File: src/rtl/sevseg_pkg.sv
// sevseg_pkg: shared seven-segment codes, scan-decoder FSM states and a one-hot helper.
//   SEG_0..SEG_F : active-low segment patterns, bit order [6:0] = g..a
//   state_e      : SEARCH (no valid select), SETTLE (counting a dwell), CAPTURED (dwell consumed)
//   is_onehot    : true when exactly one bit of the zero-extended vector is set
package sevseg_pkg;

    localparam logic [6:0] SEG_0 = 7'h40;
    localparam logic [6:0] SEG_1 = 7'h79;
    localparam logic [6:0] SEG_2 = 7'h24;
    localparam logic [6:0] SEG_3 = 7'h30;
    localparam logic [6:0] SEG_4 = 7'h19;
    localparam logic [6:0] SEG_5 = 7'h12;
    localparam logic [6:0] SEG_6 = 7'h02;
    localparam logic [6:0] SEG_7 = 7'h78;
    localparam logic [6:0] SEG_8 = 7'h00;
    localparam logic [6:0] SEG_9 = 7'h10;
    localparam logic [6:0] SEG_A = 7'h08;
    localparam logic [6:0] SEG_B = 7'h03;
    localparam logic [6:0] SEG_C = 7'h46;
    localparam logic [6:0] SEG_D = 7'h21;
    localparam logic [6:0] SEG_E = 7'h06;
    localparam logic [6:0] SEG_F = 7'h0E;

    typedef enum logic [1:0] {
        SEARCH,
        SETTLE,
        CAPTURED
    } state_e;

    function automatic logic is_onehot(input logic [31:0] v);
        return (v != 32'd0) && ((v & (v - 32'd1)) == 32'd0);
    endfunction

endpackage

File: src/rtl/sevseg_pattern_decode.sv
// sevseg_pattern_decode: combinational active-low segment pattern -> hex nibble.
//   seg_i    : segments [6:0] = g..a, active low (DP excluded)
//   valid_o  : 1 when seg_i is one of the sixteen hex glyphs
//   nibble_o : decoded value, 0 when valid_o is 0
module sevseg_pattern_decode
    import sevseg_pkg::*;
(
    input  logic [6:0] seg_i,
    output logic       valid_o,
    output logic [3:0] nibble_o
);

    always_comb begin
        valid_o  = 1'b1;
        nibble_o = 4'h0;
        case (seg_i)
            SEG_0:   nibble_o = 4'h0;
            SEG_1:   nibble_o = 4'h1;
            SEG_2:   nibble_o = 4'h2;
            SEG_3:   nibble_o = 4'h3;
            SEG_4:   nibble_o = 4'h4;
            SEG_5:   nibble_o = 4'h5;
            SEG_6:   nibble_o = 4'h6;
            SEG_7:   nibble_o = 4'h7;
            SEG_8:   nibble_o = 4'h8;
            SEG_9:   nibble_o = 4'h9;
            SEG_A:   nibble_o = 4'hA;
            SEG_B:   nibble_o = 4'hB;
            SEG_C:   nibble_o = 4'hC;
            SEG_D:   nibble_o = 4'hD;
            SEG_E:   nibble_o = 4'hE;
            SEG_F:   nibble_o = 4'hF;
            default: valid_o  = 1'b0;
        endcase
    end

endmodule

File: src/rtl/sevseg_scan_decoder.sv
// sevseg_scan_decoder: snoops a multiplexed active-low 7-seg bus, debounces each digit dwell,
// decodes it and publishes the reassembled word on a valid/ready port.
//   clk, rst       : clock, synchronous active-high reset
//   seg_in_i       : active-low segments, [6:0] = g..a, [7] = DP
//   dig_sel_n_i    : active-low digit selects, exactly one low is a valid dwell
//   data_out_o     : published word, digit i in [4i+3:4i]
//   dp_out_o       : published DP per digit (1 = lit)
//   data_valid_o   : frame available, held until data_ready_i
//   data_ready_i   : consumer accept
//   err_mask_o     : sticky, bit i set on an undecodable pattern at digit i
//   overrun_o      : sticky, a frame was dropped while data_valid_o was pending
//   err_clr_i      : clears err_mask_o and overrun_o (a same-edge set wins)
module sevseg_scan_decoder
    import sevseg_pkg::*;
#(
    parameter int NDIG          = 8,
    parameter int STABLE_CYCLES = 4
) (
    input  logic              clk,
    input  logic              rst,
    input  logic [7:0]        seg_in_i,
    input  logic [NDIG-1:0]   dig_sel_n_i,
    output logic [4*NDIG-1:0] data_out_o,
    output logic [NDIG-1:0]   dp_out_o,
    output logic              data_valid_o,
    input  logic              data_ready_i,
    output logic [NDIG-1:0]   err_mask_o,
    output logic              overrun_o,
    input  logic              err_clr_i
);

    localparam int CW = $clog2(STABLE_CYCLES + 1);

    logic [7:0]        seg_q;
    logic [NDIG-1:0]   sel_q;
    logic [NDIG-1:0]   sel_act;
    logic [CW-1:0]     cnt_q, cnt_d;
    state_e            state_q, state_d;
    logic              changed, sel_onehot, capture, publish, drop, load;
    logic              dec_valid;
    logic [3:0]        dec_nib;
    logic [NDIG-1:0]   seen_q, seen_d, new_err;
    logic [NDIG-1:0]   dp_sh_q, dp_sh_d, dp_q, err_q;
    logic [4*NDIG-1:0] shadow_q, shadow_d, data_q;
    logic              valid_q, ovr_q;

    sevseg_pattern_decode u_dec (
        .seg_i    (seg_q[6:0]),
        .valid_o  (dec_valid),
        .nibble_o (dec_nib)
    );

    // The incoming sample is compared against the registered one, so a value held from
    // edge k reaches STABLE_CYCLES identical samples exactly at edge k+STABLE_CYCLES.
    assign changed    = {seg_in_i, dig_sel_n_i} != {seg_q, sel_q};
    assign sel_act    = ~dig_sel_n_i;
    assign sel_onehot = is_onehot(32'(sel_act));
    assign cnt_d      = changed ? '0 : (cnt_q == CW'(STABLE_CYCLES) ? cnt_q : cnt_q + CW'(1));

    always_comb begin
        state_d = state_q;
        capture = 1'b0;
        case (state_q)
            SEARCH:   state_d = sel_onehot ? SETTLE : SEARCH;
            SETTLE: begin
                if (changed) begin
                    state_d = sel_onehot ? SETTLE : SEARCH;
                end else if (cnt_d == CW'(STABLE_CYCLES)) begin
                    capture = 1'b1;
                    state_d = CAPTURED;
                end
            end
            CAPTURED: if (changed) state_d = sel_onehot ? SETTLE : SEARCH;
            default:  state_d = SEARCH;
        endcase
    end

    // A frame is complete once every digit has been captured at least once; the
    // publish happens on the edge after the last capture.
    assign publish = &seen_q;

    always_comb begin
        shadow_d = shadow_q;
        dp_sh_d  = dp_sh_q;
        new_err  = '0;
        seen_d   = publish ? '0 : seen_q;
        for (int i = 0; i < NDIG; i++) begin
            if (capture && !sel_q[i]) begin
                seen_d[i] = 1'b1;
                if (dec_valid) begin
                    shadow_d[4*i +: 4] = dec_nib;
                    dp_sh_d[i]         = ~seg_q[7];
                end else begin
                    new_err[i] = 1'b1;
                end
            end
        end
    end

    // A consumer accept on the publish edge frees the slot, so the new frame loads.
    assign drop = publish && valid_q && !data_ready_i;
    assign load = publish && !drop;

    always_ff @(posedge clk) begin
        if (rst) begin
            seg_q    <= '0;
            sel_q    <= '0;
            cnt_q    <= '0;
            state_q  <= SEARCH;
            seen_q   <= '0;
            shadow_q <= '0;
            dp_sh_q  <= '0;
            data_q   <= '0;
            dp_q     <= '0;
            valid_q  <= 1'b0;
            err_q    <= '0;
            ovr_q    <= 1'b0;
        end else begin
            seg_q    <= seg_in_i;
            sel_q    <= dig_sel_n_i;
            cnt_q    <= cnt_d;
            state_q  <= state_d;
            seen_q   <= seen_d;
            shadow_q <= shadow_d;
            dp_sh_q  <= dp_sh_d;
            data_q   <= load ? shadow_q : data_q;
            dp_q     <= load ? dp_sh_q : dp_q;
            valid_q  <= load || (valid_q && !data_ready_i);
            err_q    <= (err_clr_i ? '0 : err_q) | new_err;
            ovr_q    <= (ovr_q && !err_clr_i) || drop;
        end
    end

    assign data_out_o   = data_q;
    assign dp_out_o     = dp_q;
    assign data_valid_o = valid_q;
    assign err_mask_o   = err_q;
    assign overrun_o    = ovr_q;

endmodule

File: config.mk
export PLATFORM = sky130hd
export DESIGN_NAME = sevseg_scan_decoder
export DESIGN_NICKNAME = d
export VERILOG_FILES = /design/src/rtl/sevseg_pkg.sv /design/src/rtl/sevseg_pattern_decode.sv /design/src/rtl/sevseg_scan_decoder.sv
export SDC_FILE = /design/constraint.sdc
export NUM_CORES = 1
export LEC_CHECK = 0
export CAP_MARGIN = 20
export CELL_PAD_IN_SITES_DETAIL_PLACEMENT = 0
export CELL_PAD_IN_SITES_GLOBAL_PLACEMENT = 1
export CORE_ASPECT_RATIO = 0.8
export CORE_MARGIN = 8
export CORE_UTILIZATION = 35
export CTS_CLUSTER_SIZE = 12
export DETAILED_ROUTE_END_ITERATION = 8
export PLACE_DENSITY = 0.81
export SYNTH_ARGS = -nofsm -noshare
export SYNTH_HDL_FRONTEND = slang
export SYNTH_HIERARCHICAL = 1
export SYNTH_SLANG_ARGS = --single-unit
File: constraint.sdc
create_clock -name clk -period 2.6 [get_ports clk]
set_clock_uncertainty 0.2 [all_clocks]
set_input_delay 0.52 -clock clk [delete_from_list [all_inputs] [get_ports clk]]
set_output_delay 0.52 -clock clk [all_outputs]
set_load 0.05 [all_outputs]
* Word level (Yosys, flattened, before mapping)
Index checks and enable logic that the tools add are counted.
** Word-level totals
- Register bits :: 119
- Bits of input ports :: 20
- Output and inout port bits :: 50
- Logic and storage cells :: 142
** Cells by class
- $add $sub $neg :: 2
- Equality and inequality tests :: 22
- Multiplexer cells :: 31
- Bitwise gates (word level) :: 4
- Reduce and logical (&&, ||, !) cells :: 50
** Operator list (number)
- 4-bit one-hot mux with 15 select lines :: 1
- 8-bit by 32-bit AND with 32-bit output :: 1
- 32-bit logical NOT :: 1
- 7-bit equality test, second input constant :: 4
- 1-bit two-way mux :: 22
- 7-bit by 5-bit equality test with 1-bit output, second input constant :: 3
- 7-bit by 6-bit equality test with 1-bit output, second input constant :: 3
- 2-bit AND reduction :: 9
- 8-bit two-way mux :: 2
- 16-bit != test :: 1
- 2-bit nonzero test :: 8
- 16-bit OR reduction :: 1
- 7-bit by 2-bit equality test with 1-bit output, second input constant :: 2
- 7-bit by 4-bit equality test with 1-bit output, second input constant :: 2
- 1-bit logical AND :: 14
- 1-bit logical NOT :: 11
- 8-bit by 1-bit subtractor with 9-bit output, second input constant :: 1
- 8-bit inverter :: 1
- 8-bit bitwise OR :: 1
- 8-bit AND reduction :: 1
- 8-bit nonzero test :: 1
- 7-bit by 3-bit equality test with 1-bit output, second input constant :: 1
- 7-bit logical NOT :: 1
- 3-bit equality test, second input constant :: 2
- 11 further kinds :: 15

* Depth between registers and ports, before layout
- Depth in word-level cells :: 10
- Gate-level depth with buffers :: 11
- Mapped depth without buffers :: 8

* By module
Netlist, hierarchy kept.
** Modules (own cells, without submodules)
- sevseg_scan_decoder :: times used 1, cells an instance 549, area an instance 4606.9 um^2, seq. area each 2382.3 um^2
- sevseg_pattern_decode :: times used 1, cells an instance 56, area an instance 364.1 um^2, seq. area each 0.0 um^2

* Worst setup path after synthesis
No wires, ideal clock.
- Kind :: reg2reg
- From :: register seg_q[6]
- To :: register dp_sh_q[0]
- Setup time :: 70 ps
- Arrival time :: 2261 ps
- Data required time :: 2330 ps
- Path slack :: 69 ps
- Cell stages (with the launch flop) :: 12
- Buffers on the path :: 3
- Clock period less this slack :: 2531 ps
- Path through :: dfxtp_1 > clkbuf_8 > nand4_1 > or3_1 > a31oi_1 > nor2b_1 > o211ai_1 > clkbuf_1 > clkbuf_1 > nand3_1 > or3_1 > a21oi_1
** Between the ends
- Elaborated cells on any way between the ends :: 26
- Those cells by class :: eq/ne (17); mux (5); reduce/logical (4)
** RTL lines
- start, declared :: RTL line sevseg_scan_decoder.sv:34 : logic [7:0] seg_q;
- start signal, assigned :: RTL line sevseg_scan_decoder.sv:119 : seg_q <= seg_in_i;
- 7-bit equality test, or another cell as far along :: RTL line sevseg_pattern_decode.sv:16 : case (seg_i)
- 16-bit OR reduction (no line) (*)
- 1-bit two-way mux (*) :: RTL line sevseg_pattern_decode.sv:16
- named net dec_valid :: RTL line sevseg_scan_decoder.sv:40 : logic dec_valid;
- 2-bit AND reduction (no line) (*)
- end signal, assigned :: RTL line sevseg_scan_decoder.sv:125 : dp_sh_q <= dp_sh_d;
- end, declared :: RTL line sevseg_scan_decoder.sv:43 : logic [NDIG-1:0] dp_sh_q, dp_sh_d, dp_q, err_q;
The timed path passes the listed nets; every way through them passes the cells marked *.
A chain may end at the register's enable or synchronous reset.

* Worst setup path in the final report
- From :: register cnt_q[0]
- To :: register dp_sh_q[3]
** Between the ends
- Longest elaborated chain between the ends :: 9
- Elaborated cells on any way between the ends :: 10
- Those cells by class :: add/sub (1); eq/ne (2); mux (5); reduce/logical (2)
** RTL lines
- start, declared :: RTL line sevseg_scan_decoder.sv:37 : logic [CW-1:0] cnt_q, cnt_d;
- start signal, assigned :: RTL line sevseg_scan_decoder.sv:121 : cnt_q <= cnt_d;
- 3-bit by 1-bit adder with 3-bit output / 3-bit equality test (equally long branches) :: RTL line sevseg_scan_decoder.sv:58 : assign cnt_d = changed ? '0 : (cnt_q == CW'(STABLE_CYCLES) ? cnt_q : cnt_q + CW'(1));
- 3-bit two-way mux (*) (2 in series) :: RTL line sevseg_scan_decoder.sv:58
- 3-bit equality test (*) :: RTL line sevseg_scan_decoder.sv:68 : end else if (cnt_d == CW'(STABLE_CYCLES)) begin
- 1-bit two-way mux (*) :: RTL line sevseg_scan_decoder.sv:68
- 1-bit two-way mux (*) :: RTL line sevseg_scan_decoder.sv:66 : if (changed) begin
- 1-bit two-way mux (*) :: RTL line sevseg_scan_decoder.sv:63 : case (state_q)
- 1-bit logical AND (*) :: RTL line sevseg_scan_decoder.sv:88 : if (capture && !sel_q[i]) begin
- 2-bit AND reduction (no line) (*)
Every way passes the cells marked *; elsewhere a longest branch is shown, timed or not.

==> reports/results.ini <==
[clock_tree]
cts_made_buffers = 17
root_buffer = clkbuf_16
ctsHoldBuffers = 0
cts.sink_count = 119
clk_path_buf_depth = 2
cts_max_level = 4
cts_tree = done
clk_latency_ns = 0.41
cts.clk_slew.worst_paths_ns = 0.05

[synth]
synthesis.instances = 605
synth_enable_flop_cells = 0
ys_ff_latch = 119
synth_nets = 627
syn_area_um2 = 4970
ys_types = 52
yosysSeqAreaShare_pct = 47.9
ys_warn_count = 6
async_flop_share_pct = 0
ys.flop_type = dfxtp_1
syn_avg_cell_area_um2 = 8.22

[hold_path]
hold_end = data_out_o[24]
hold_depth = 2
hp-class = reg -> reg
hold_path_startpoint = shadow_q[24]

[cells_and_area]
n_fill_cell = 1340
final_util_pct = 47.2
syn2layout_area_growth_pct = 34.0
drive_gt1_share_pct = 11.7
num_antenna_cells = 0
layout.cells.non_filler = 875
num-nets-final = 702
fin_area_um2 = 6660

[power_and_ir_drop]
p_leak_nw = 2.26
switchingPower_uw = 941
power_frac_clock_pct = 54.1
p_per_area_nw_per_um2 = 683
pwr-share-seq_pct = 41.1
p_sw_share_pct = 20.7
internal_power_mw = 3.60
ir_drop_mv = 0.500
power_frac_comb_pct = 4.8

[floorplan]
rows = 39
io_pins = 70
coreArea_um2 = 14100
die_h_um = 123
start_util_pct = 35.2
dieArea_um2 = 18300
fp.dieW_um = 149

[timing]
max_slew_margin_pct = 34.7
hold_viol = 0
fin_crit_sh_pct = 94.6
slew_violations = 0
fmax_mhz = 407
tightest_slew_ns = 0.969
tns_ns = 0
min_period_ns = 2.46
setup_viol = 0
setup_slack_ns = 0.141

[routing]
drc_errors = 0
drtIter0Drc = 506
dr.pass1.iters = 5
routedWlPerCell_um = 15.3
drtAntennaViolNets = 0
routed_via_density = 5.20
vias = 4549
routed_wl_mm = 13.4

[critical_path]
r2r_end = dp_sh_q[3]
start_kind = flop
r2r_start = cnt_q[0]
r2r_slack_ns = 0.14
arrival_ns = 2.60
required_ns = 2.74
path_class = reg -> reg
crit_path_end_kind = flop
cp_max_fo = 24
cp-startpoint = cnt_q[0]
r2r_cells = 8

[global_route]
grt_usage_pct = 14.9
grt_max_degree = 98
grt.overflow.total = 0
grt_first_pass_wirelength_mm = 21.8
antenna_found_initial = 1
first_global_vias = 4431

[placement]
hpwl_mm = 9.32
gp_congestion = 0.861
dpl_cell_area_um2 = 5970
io_buffer_count = 69
dp_slack_ns = -0.107
dp_cells = 843

[job]
maxCapViolCount = 0

[status]
outcome = completed

placed cells by master (no fill, tap or decap), types with 3 or more instances in the layout:
master / synthesis / final
xor2_1: 16 / 16
clkinv_1: 3 / 3
inv_1: 4 / 4
buf_12: 0 / 5
nand2_1: 93 / 93
nor2b_1: 19 / 17
nor2_1: 26 / 26
buf_4: 4 / 27
bufinv_16: 0 / 4
clkdlybuf4s50_1: 0 / 68
nand2b_1: 3 / 3
nand3_1: 48 / 46
a21oi_1: 96 / 96
clkbuf_1: 32 / 3
nand3b_1: 3 / 3
clkbuf_8: 1 / 3
nor4_1: 4 / 4
nand4_1: 8 / 8
o21ai_1: 3 / 5
or3_1: 12 / 12
and3_1: 10 / 10
nor3_1: 3 / 3
clkbuf_16: 0 / 17
dfxtp_1: 119 / 113
nand3_2: 1 / 3
o21ai_0: 48 / 46
a32o_1: 8 / 8
o211ai_1: 3 / 3
a31oi_1: 3 / 3
dfxtp_4: 0 / 4
power by group through the flow:
stage	clock network [mW]	logic (mW)	registers, mW
after floorplan	0	0.130	1.89
after global placement	0	0.202	1.90
after detailed placement	0	0.207	1.90
after CTS	2.50	0.208	1.86
after global routing	2.59	0.239	1.87
final	2.46	0.219	1.87
cell usage after synthesis (all sizes together) (3+ instances only):
cell type	number	area share, %
nor2b	19	2.4
o21ai	51	5.1
xor2	16	2.8
nand3	49	5.0
inv	4	0.30
clkinv	3	0.23
nor3b	3	0.65
a32o	8	1.6
nand2b	3	0.38
nand3b	3	0.45
buf	12	1.6
o211ai	3	0.45
dfxtp	119	48
nor4	5	0.75
a31oi	3	0.38
or3	12	1.5
nor3	4	0.50
clkbuf	35	2.9
nand4	8	1.0
nor2	26	2.0
nand2	93	7.0
and3	10	1.3
a21oi	96	9.7
kinds of logic after synthesis:
kind of cell	after synthesis	synth area share [%]
adders and majority gates	3	0.705
DFF	119	47.9
and+or+nand+nor	244	24.5
AOI/OAI and AO/OA	167	18.6
muxes	1	0.201
xor gates and xnor gates	17	3.00
buffers and inverters	54	5.06
flip-flops by register name, indices dropped and copies added, names as in the netlist:
register	cells
cnt_q	3
data_out_o	32
data_valid_o	1
dp_out_o	8
dp_sh_q	8
err_mask_o	8
overrun_o	1
seen_q	8
seg_q	8
sel_q	8
shadow_q	32
state_q	2
metal layers:
layer  global-route usage, %  share of wire [%]
met5                       0              0.097
met4                    6.04                1.5
met3                    5.75                7.0
met2                    22.6                 44
met1                    18.8                 48
worst max-delay path: stages (launching register included):
cell	delay (ns)
dfxtp_1	0.39
inv_1	0.09
ha_1	0.25
nand4bb_1	0.27
a311oi_4	0.34
buf_12	0.19
nand3_1	0.17
or3_1	0.35
a21oi_1	0.14
area by class of cell:
type,instances,area [um2],area share [%]
clock buffer,23,478,7.18
tap,184,230,3.46
inverter,7,26.3,0.395
multi-input combinational,432,2370,35.6
timing repair buffer,103,1010,15.2
clock inverter,7,144,2.16
sequential,119,2400,36.0
worst max path at each step:
stage,end,slack (ns)
after global routing,err_mask_o[0],-0.02
after CTS,dp_sh_q[7],0.03
after floorplan,dp_sh_q[0],0.07
after detailed placement,shadow_q[25],-0.11
after global placement,shadow_q[5],-0.12
final,dp_sh_q[3],0.14
metrics by stage:
step           hold WS [ns]  power (mW)
2_1_floorplan         0.228        2.02
3_3_place_gp          0.240        2.11
3_5_place_dp          0.244        2.11
4_1_cts               0.236        4.57
5_1_grt               0.249        4.69
6_report              0.250        4.54
repair_timing:
item	CTS	global route
buffers inserted	0	1
setup endpoints to repair	8	48
gates resized for setup	1	19
pin swaps	0	1
cloned	0	1
(Power assumes the default switching activity.)
